## src/rtl/timer_counter.sv

```systemverilog
// Memory-mapped countdown timer with CTRL/PRESET/COUNT registers and a
// four-state controller that raises a maskable interrupt when the count expires.
module timer_counter (
  input  logic        clk,
  input  logic        reset,
  input  logic [29:0] addr,
  input  logic        we,
  input  logic [31:0] din,
  output logic [31:0] dout,
  output logic        irq
);

  typedef enum logic [1:0] {
    IDLE = 2'b00,
    LOAD = 2'b01,
    CNT  = 2'b10,
    INT  = 2'b11
  } state_t;

  state_t      state_q, state_d;
  logic [3:0]  ctrl_q, ctrl_d;
  logic [31:0] preset_q, preset_d;
  logic [31:0] count_q, count_d;
  logic        flag_q, flag_d;
  logic        irq_q, irq_d;

  logic ctrl_wr;
  logic preset_wr;
  logic en;
  logic auto_reload;
  logic cnt_done;
  logic unused_addr_bits;

  assign ctrl_wr          = we && (addr[1:0] == 2'b00);
  assign preset_wr        = we && (addr[1:0] == 2'b01);
  assign en               = ctrl_q[0];
  assign auto_reload      = (ctrl_q[2:1] == 2'b01);
  assign cnt_done         = (count_q <= 32'd1);
  assign unused_addr_bits = ^addr[29:2];

  // State register
  always_ff @(posedge clk) begin
    if (reset) begin
      state_q <= IDLE;
    end else begin
      state_q <= state_d;
    end
  end

  // Next-state logic
  always_comb begin
    state_d = state_q;
    case (state_q)
      IDLE:    if (en) state_d = LOAD;
      LOAD:    state_d = CNT;
      CNT: begin
        if (!en)          state_d = IDLE;
        else if (cnt_done) state_d = INT;
      end
      INT:     state_d = IDLE;
      default: state_d = IDLE;
    endcase
  end

  // Register and datapath updates driven by the current state
  always_comb begin
    ctrl_d   = ctrl_q;
    preset_d = preset_q;
    count_d  = count_q;
    flag_d   = flag_q;

    // A CTRL write in the same cycle overrides the one-shot EN clear.
    if (state_q == INT && !auto_reload) ctrl_d[0] = 1'b0;
    if (ctrl_wr)   ctrl_d   = din[3:0];
    if (preset_wr) preset_d = din;

    case (state_q)
      LOAD:    count_d = preset_q;
      CNT:     if (en) count_d = cnt_done ? 32'd0 : count_q - 32'd1;
      default: count_d = count_q;
    endcase

    // Flag is raised on the edge that enters INT so irq lines up with that edge.
    if (ctrl_wr) flag_d = 1'b0;
    if (state_q == INT && auto_reload) flag_d = 1'b0;
    if (state_q == CNT && en && cnt_done) flag_d = 1'b1;

    irq_d = flag_d & ctrl_d[3];
  end

  always_ff @(posedge clk) begin
    if (reset) begin
      ctrl_q   <= 4'd0;
      preset_q <= 32'd0;
      count_q  <= 32'd0;
      flag_q   <= 1'b0;
      irq_q    <= 1'b0;
    end else begin
      ctrl_q   <= ctrl_d;
      preset_q <= preset_d;
      count_q  <= count_d;
      flag_q   <= flag_d;
      irq_q    <= irq_d;
    end
  end

  always_comb begin
    dout = 32'd0;
    case (addr[1:0])
      2'b00:   dout = {28'd0, ctrl_q};
      2'b01:   dout = preset_q;
      2'b10:   dout = count_q;
      default: dout = 32'd0;
    endcase
  end

  assign irq = irq_q;

endmodule

```

## config.mk

```make
export PLATFORM = sky130hd
export DESIGN_NAME = timer_counter
export DESIGN_NICKNAME = d
export VERILOG_FILES = /design/src/rtl/timer_counter.sv
export SDC_FILE = /design/constraint.sdc
export NUM_CORES = 1
export LEC_CHECK = 0
export CORE_ASPECT_RATIO = 1.75
export CORE_MARGIN = 3
export CORE_UTILIZATION = 30
export CTS_CLUSTER_DIAMETER = 100
export CTS_CLUSTER_SIZE = 40
export DETAILED_ROUTE_END_ITERATION = 12
export SYNTH_ARGS = -nofsm -noshare
export SYNTH_HDL_FRONTEND = slang
export SYNTH_SLANG_ARGS = --single-unit
```

## constraint.sdc

```tcl
create_clock -name clk -period 7.2 [get_ports clk]
set_input_delay 0.72 -clock clk [delete_from_list [all_inputs] [get_ports clk]]
set_output_delay 0.72 -clock clk [all_outputs]
set_load 0.005 [all_outputs]
```

# Word-level counts from Yosys, hierarchy flattened
# Cells that the tools add are included.
# op_classes
n_bitwise	1
add_sub_neg	1
magnitude_cmp	1
muxes	13
n_eq_ne	9
n_reduce_logical	13
# ops
cell	count
case mux 32 bit (3 select lines)	1
2-to-1 mux 32 bit	2
case mux 32 bit (2 select lines)	1
<= comparator 32 x 1 -> 1 bit, second input constant	1
subtractor 32 x 1 -> 32 bit, second input constant	1
case mux 2 bit (4 select lines)	1
equality test 2 x 1 -> 1 bit, second input constant	3
equality test 2 bit, second input constant	3
logical AND 1 bit	6
2-to-1 mux 2 bit	3
logical NOT 2 bit	2
2-to-1 mux 1 bit	4
2-to-1 mux 4 bit	1
inequality test 2 bit, second input constant	2
AND reduction 2 bit	2
nonzero test 2 bit	2
inequality test 3 bit, second input constant	1
bitwise AND 1 bit	1
logical NOT 1 bit	1
# word_totals
elab_cells	46
out_inout_bits	33
in_bits	65
register_bits	72

# Logic depth before layout (Yosys ltp)
# Gate-level depths: netlist of the first run.
# logic_depth
depth_word	6
depth_mapped	8
mapped_depth_nobuf	7

# Worst setup path before layout of the first run
# No wires, ideal clock.
# synth_timing
kind	input to output
start	in addr[1]
end	out dout[16]
slack_ns	4.585
stages	5
t_arrival_ns	1.895
n_path_buf	3
t_required_ns	6.480
path_cell_list	clkbuf_1 -> nor2b_1 -> clkbuf_1 -> buf_1 -> a22o_2
# synth_via
elab_chain_len	2
elab_cells_between_ends	4
cone_classes	eq/ne: 2; mux: 1; reduce/logical: 1
# synth_rtl
item	line_no	text
start, declared	6	input logic [29:0] addr,
equality test 2 bit, or another cell as far along	109	case (addr[1:0])
case mux 32 bit (3 select lines) (*)	109	
end, declared	9	output logic [31:0] dout,
# Mark *: on every way between the ends. The rest lies on a longest branch, timed or not.

# Final worst setup path of the first run
# layout_timing
start	in addr[1]
end	out dout[5]
# The elaborated chain is that of the path after synthesis.

==> metrics.csv, run 1 <==
stage,metric,value,unit
clocking,Resized cells post-CTS,0,
run,count of max-cap constraint violations,0,
timing,number of hold violations in the final report,0,
clocking,TritonCTS clock tree,built,
floorplanning,total core area,0.0135,sq mm
clocking,# hold bufs at CTS,0,
clocking,clock transition time at the flip-flop clock pins of the worst setup and hold paths,50,ps
global_route,"Remaining Overflow, GRT",0,
timing,Slew Limit Fails,0,
final_layout,fillcell total,1409,
route,vias per std cell,5.67,
synthesis,"top cells by count, synth","sky130_fd_sc_hd__nand2_1, sky130_fd_sc_hd__dfxtp_1, sky130_fd_sc_hd__a21oi_1",
route,number of remaining DRC errors,0,
power,power density relative to cell area,199,mW/mm^2
clocking,maximum buffer depth of the clock tree,2,
route,Routed Antenna Nets,0,
timing,top achievable clock speed,273,MHz
global_route,via count of the first global-routing pass,4328,
synthesis,share of synthesized area occupied by flip-flops and latches,34.7,%
setup_path,largest driver fanout on the critical path,34,
synthesis,library cell with the largest summed area after synthesis,sky130_fd_sc_hd__dfxtp_1,
power,total leakage power,1.81,nW
route,drt first-iter violations,279,
setup_path,arrival time worst endpoint,2950,ps
final_layout,Antenna diodes,0,
final_layout,share of layout cells above drive strength 1,7.60,%
synthesis,number of enable flip-flop cells after synthesis,0,
timing,final setup skew,12.6,ps
clocking,post-CTS setup buffer count,0,
timing,share of the clock period used by the worst path,50.9,%
route,detailed-routing iteration count for the pre-antenna-repair pass,5,
hold_path,type of the tightest min-delay check,reg2reg,
global_route,first-pass GRT wire length,22300,microns
setup_path,Setup crit start kind,input pin,
global_route,global-route usage over all layers,18.6,%
clocking,Root Buffer,sky130_fd_sc_hd__clkbuf_16,
timing,worst slew pin tran,1090,ps
floorplanning,# IOs,98,
setup_path,CP endpoint kind,primary output,
power,Total Power Consumption,0.00103,W
synthesis,Post-synth ARST share,0,%
floorplanning,Horiz. Die Dim,95.0,microns
synthesis,flip-flop and latch count after synthesis,72,
global_route,largest net degree at the start of global routing,74,
final_layout,nets,641,
synthesis,most instantiated library cell after synthesis,sky130_fd_sc_hd__nand2_1,
synthesis,number of nets produced by synthesis,602,
setup_path,required time reported for the critical path endpoint,6480,ps
floorplanning,Row Count,56,
clocking,latest clock arrival within the worst-skew pair,340,ps
synthesis,gate count of the mapped netlist,535,
synthesis,average cell area after synthesis,7.77,sq um
route,vias post-DR,4269,
clocking,count of H-tree levels built during CTS,3,
power,worst vdd rail ir drop,0.139,mV
placed_design,number of I/O port buffers,69,
timing,fin crit period,3670,ps
placed_design,placer congestion estimate,0.874,
clocking,number of sinks on the clock net,72,
synthesis,number of different library cells in the post-synthesis netlist,62,
timing,unrepaired setup endpoints after global routing,no,
final_layout,P&R area growth vs syn,24.6,%
synthesis,Yosys Warn Count,0,
timing,Max-Slew Margin vs Limit,27.3,%
timing,sum of negative setup slack,0,ps
status,outcome,completed,
floorplanning,die span in y,162,microns
timing,Final Setup Violations,0,
global_route,number of antenna violations at the first check in global routing,0,
synthesis,Yosys top cell area share,34.7,%
synthesis,dominant cells by area after synthesis,"sky130_fd_sc_hd__dfxtp_1, sky130_fd_sc_hd__nand2_1, sky130_fd_sc_hd__a21oi_1",
clocking,total clock buffers created by CTS,9,
floorplanning,area of the die,0.0154,sq mm
floorplanning,starting density of the core,30.9,%
route,Routed Wire Length,14100,microns
synthesis,combined area of all synthesized cells,0.00416,sq mm
route,detailed-route wire length per cell,18.7,microns
setup_path,category of the most critical setup path,in2out,
synthesis,flip-flop cell with the highest count after synthesis,sky130_fd_sc_hd__dfxtp_1,
placed_design,post-detail-place hpwl,9840,microns
==> critical path, stage by stage <==
cell	delay (ps)
sky130_fd_sc_hd__clkdlybuf4s50_1	610
sky130_fd_sc_hd__nor2b_4	780
sky130_fd_sc_hd__a22o_1	300
sky130_fd_sc_hd__clkdlybuf4s50_1	520
==> cell usage in the layout, fill, tap and decap left out, types with 3 or more instances in the layout <==
cell / Yosys / layout
sky130_fd_sc_hd__o21ai_0: 34 / 34
sky130_fd_sc_hd__o21a_1: 4 / 4
sky130_fd_sc_hd__buf_4: 2 / 7
sky130_fd_sc_hd__nand2_1: 82 / 82
sky130_fd_sc_hd__nand3_1: 20 / 20
sky130_fd_sc_hd__a31oi_1: 4 / 4
sky130_fd_sc_hd__nor4_1: 14 / 14
sky130_fd_sc_hd__or3_1: 7 / 7
sky130_fd_sc_hd__clkdlybuf4s50_1: 0 / 68
sky130_fd_sc_hd__nor3_1: 10 / 10
sky130_fd_sc_hd__clkbuf_16: 0 / 9
sky130_fd_sc_hd__nor2_1: 32 / 32
sky130_fd_sc_hd__a22o_1: 27 / 27
sky130_fd_sc_hd__nand3b_1: 3 / 3
sky130_fd_sc_hd__nand2b_1: 4 / 4
sky130_fd_sc_hd__inv_1: 8 / 8
sky130_fd_sc_hd__dfxtp_1: 72 / 72
sky130_fd_sc_hd__mux2i_1: 14 / 14
sky130_fd_sc_hd__nor2b_1: 5 / 3
sky130_fd_sc_hd__a21oi_1: 58 / 58
sky130_fd_sc_hd__a2111oi_2: 3 / 3
sky130_fd_sc_hd__o32ai_1: 4 / 4
sky130_fd_sc_hd__a211oi_1: 15 / 15
sky130_fd_sc_hd__nand4_1: 9 / 9
sky130_fd_sc_hd__or4_1: 6 / 6
sky130_fd_sc_hd__o31ai_1: 7 / 7
==> state kept, by name, summed over array words and instances (netlist names) <==
name / count
irq: 1
flag_q: 1
state_q: 2
count_q: 32
preset_q: 32
ctrl_q: 4
==> logic make-up after synthesis <==
group / Yosys count / share of synthesized area, %
flip-flops: 72 / 34.7
AND/OR/NAND/NOR: 210 / 25.7
adder cells (fa/ha/maj): 2 / 0.602
multiplexers: 16 / 3.91
buffers and inverters: 56 / 6.26
AO/OA/AOI/OAI: 179 / 28.9
==> per-stage QoR <==
step	setup slack, ps	instance area, sq um	util, %	hold WS (ps)	std cells
global placement	3520	4890	36.4	461	737
finish	3530	5180	38.5	475	753
detailed placement	3500	4890	36.4	465	737
global route	3430	5180	38.5	492	753
floorplan	4580	4160	-	444	535
CTS	3490	5180	38.5	472	753
==> per-layer routing <==
metal / share of wire, % / vias to the layer above / track usage, %
met5: 0 / - / 0
met4: 3.1 / 0 / 8.34
met3: 3.2 / 27 / 2.64
met2: 55 / 97 / 35.1
met1: 39 / 2078 / 19.8
li1: - / 2067 / -
==> area by class of cell <==
cell class              instances  area, sq um  share of cell area, %
clock buffers                  10          239                   4.61
clock inverters                 6         50.0                  0.966
inverters                       8         30.0                  0.579
multi-input cells             407         2470                   47.6
flip-flops and latches         72         1440                   27.8
well taps                     174          218                   4.20
repair buffers                 76          738                   14.2
==> path summary, 6_finish.rpt <==
check                                   from      endpoint  cells after the start  slack [ps]
worst max-delay path                 addr[1]       dout[5]                      4        3530
worst min-delay path            preset_q[29]  preset_q[29]                      2         480
worst max register to register   count_q[11]   count_q[29]                      5        4120
worst min register to register  preset_q[29]  preset_q[29]                      2         480
==> where the power goes <==
| part | internal (W) | switching (W) |
|---|---|---|
| sequential | 0.000409 | 0.0000133 |
| combinational | 0.0000659 | 0.000105 |
| clock | 0.000246 | 0.000189 |
| total | 0.000721 | 0.000307 |
No activity file was read; power rests on OpenSTA's default activity.
==> run 2, diff against run 1 <==
Clock period 7.2 ns to 3.19 ns, I/O delays scaled along.
==> run 2 against run 1 <==
Compared with the run above:
- wire length barely moved
- die area did not move
- utilization rose by 1.1 points
- largest cell class unchanged
==> metrics.csv, run 2 (synthesis results as in run 1) <==
stage,metric,value,unit
status,outcome,completed,
hold_path,type of the tightest min-delay check,reg2reg,
route,drt first-iter violations,207,
clocking,latest clock arrival within the worst-skew pair,350,ps
timing,Max-Slew Margin vs Limit,31.1,%
clocking,count of H-tree levels built during CTS,3,
final_layout,share of layout cells above drive strength 1,10.7,%
final_layout,"most common cell after layout, fill and taps aside",sky130_fd_sc_hd__nand2_1,
clocking,post-CTS setup buffer count,0,
clocking,total clock buffers created by CTS,9,
floorplanning,starting density of the core,30.9,%
run,count of max-cap constraint violations,0,
setup_path,capture instance of the worst register-to-register path,count_q[20],
timing,worst hold slack after final layout,471,ps
hold_path,Hold Path Depth,2,
setup_path,reg2reg path depth,6,
setup_path,largest driver fanout on the critical path,28,
global_route,via count of the first global-routing pass,4359,
final_layout,Antenna diodes,0,
setup_path,Setup crit start kind,input pin,
route,detailed-route wire length per cell,18.3,microns
timing,top achievable clock speed,381,MHz
global_route,first-pass GRT wire length,22400,microns
clocking,Root Buffer,sky130_fd_sc_hd__clkbuf_16,
route,Routed Antenna Nets,0,
route,number of remaining DRC errors,0,
clocking,maximum buffer depth of the clock tree,2,
global_route,"Remaining Overflow, GRT",0,
power,power density relative to cell area,445,mW/mm^2
clocking,# hold bufs at CTS,0,
timing,fin crit period,2630,ps
timing,number of hold violations in the final report,0,
timing,Slew Limit Fails,0,
global_route,global-route usage over all layers,19.0,%
setup_path,longest individual stage delay on the worst path,670,ps
setup_path,cell with the most instances on the worst path,sky130_fd_sc_hd__clkdlybuf4s50_1,
timing,unrepaired setup endpoints after global routing,no,
final_layout,largest registers,"count_q (32), preset_q (32), ctrl_q (4)",
floorplanning,area of the die,0.0154,sq mm
setup_path,slowest cell on the critical path,sky130_fd_sc_hd__clkdlybuf4s50_1,
route,Routed Wire Length,14100,microns
clocking,clock transition time at the flip-flop clock pins of the worst setup and hold paths,60,ps
timing,share of the clock period used by the worst path,82.3,%
clocking,TritonCTS clock tree,built,
setup_path,CP endpoint kind,primary output,
floorplanning,Row Count,56,
floorplanning,total core area,0.0135,sq mm
power,worst vdd rail ir drop,0.268,mV
final_layout,P&R area growth vs syn,28.2,%
timing,final setup skew,13.7,ps
setup_path,required time reported for the critical path endpoint,2870,ps
hold_path,Hold Startpoint,preset_q[30],
setup_path,category of the most critical setup path,in2out,
final_layout,nets,661,
floorplanning,# IOs,98,
clocking,Resized cells post-CTS,0,
route,detailed-routing iteration count for the pre-antenna-repair pass,7,
timing,Final Setup Violations,0,
global_route,largest net degree at the start of global routing,34,
setup_path,arrival time worst endpoint,2310,ps
timing,worst slew pin tran,1030,ps
floorplanning,die span in y,162,microns
setup_path,"Critical Path, Cell by Cell",clkdlybuf4s50_1 > nor2b_2 > buf_4 > a22o_1 > clkdlybuf4s50_1,
clocking,number of sinks on the clock net,72,
setup_path,R2R setup slack,560,ps
placed_design,number of I/O port buffers,69,
final_layout,"commonest non-fill, non-tap cells in the layout","sky130_fd_sc_hd__nand2_1, sky130_fd_sc_hd__dfxtp_1, sky130_fd_sc_hd__clkdlybuf4s50_1",
hold_path,hold endpoint,preset_q[30],
placed_design,post-detail-place hpwl,10200,microns
power,total leakage power,1.91,nW
route,vias per std cell,5.66,
global_route,number of antenna violations at the first check in global routing,0,
setup_path,launching point of the worst reg2reg path,count_q[16],
route,vias post-DR,4374,
floorplanning,Horiz. Die Dim,95.0,microns
timing,sum of negative setup slack,0,ps
placed_design,placer congestion estimate,0.906,
run 2: worst max-delay path by stage:
stage	start	to	slack [ps]	depth (start not counted)
after global routing	count_q[16]	count_q[20]	430	6
final	addr[1]	dout[28]	560	5
after global placement	addr[1]	dout[23]	580	5
after detailed placement	addr[1]	dout[23]	570	5
after floorplan	count_q[16]	count_q[25]	850	7
after CTS	addr[1]	dout[23]	560	5
run 2: layer usage:
layer | up-vias | GRT usage [%] | part of all wire (%)
met1 | 2107 | 20.7 | 37
met5 | - | 0 | 0
met4 | 0 | 11.1 | 4.5
li1 | 2109 | - | -
met3 | 32 | 3.48 | 4.9
met2 | 126 | 33.4 | 53
run 2: worst max-delay path: cells and delay by family:
kind / cells / cell delay (ps)
AO/OA/AOI/OAI: 1 / 240
buffers and inverters: 3 / 1520
AND/OR/NAND/NOR: 1 / 200
run 2: layout make-up:
cell class / count / area (sq um)
tap: 174 / 218
clock buffer: 9 / 225
inverter: 8 / 30.0
fill: 1440 / 8120
multi-input combinational: 407 / 2460
sequential: 72 / 1440
clock inverter: 7 / 67.6
timing repair buffer: 96 / 888
run 2: per-stage QoR:
stage / worst slack [ps] / instances / utilization [%] / area [sq um] / total power (W)
6_report: 565 / 773 / 39.6 / 5330 / 0.00237
5_1_grt: 429 / 773 / 39.6 / 5330 / 0.00248
4_1_cts: 563 / 773 / 39.6 / 5330 / 0.00239
3_5_place_dp: 568 / 757 / 37.5 / 5040 / 0.00138
3_3_place_gp: 581 / 757 / 37.5 / 5040 / 0.00138
2_1_floorplan: 853 / 535 / - / 4160 / 0.00121
run 2: report_power, final:
| part | internal, W | switching, W | total, W |
|---|---|---|---|
| clock | 0.000551 | 0.000456 | 0.00101 |
| combinational | 0.000172 | 0.000241 | 0.000414 |
| sequential | 0.000923 | 0.0000303 | 0.000953 |
| total | 0.00165 | 0.000728 | 0.00237 |
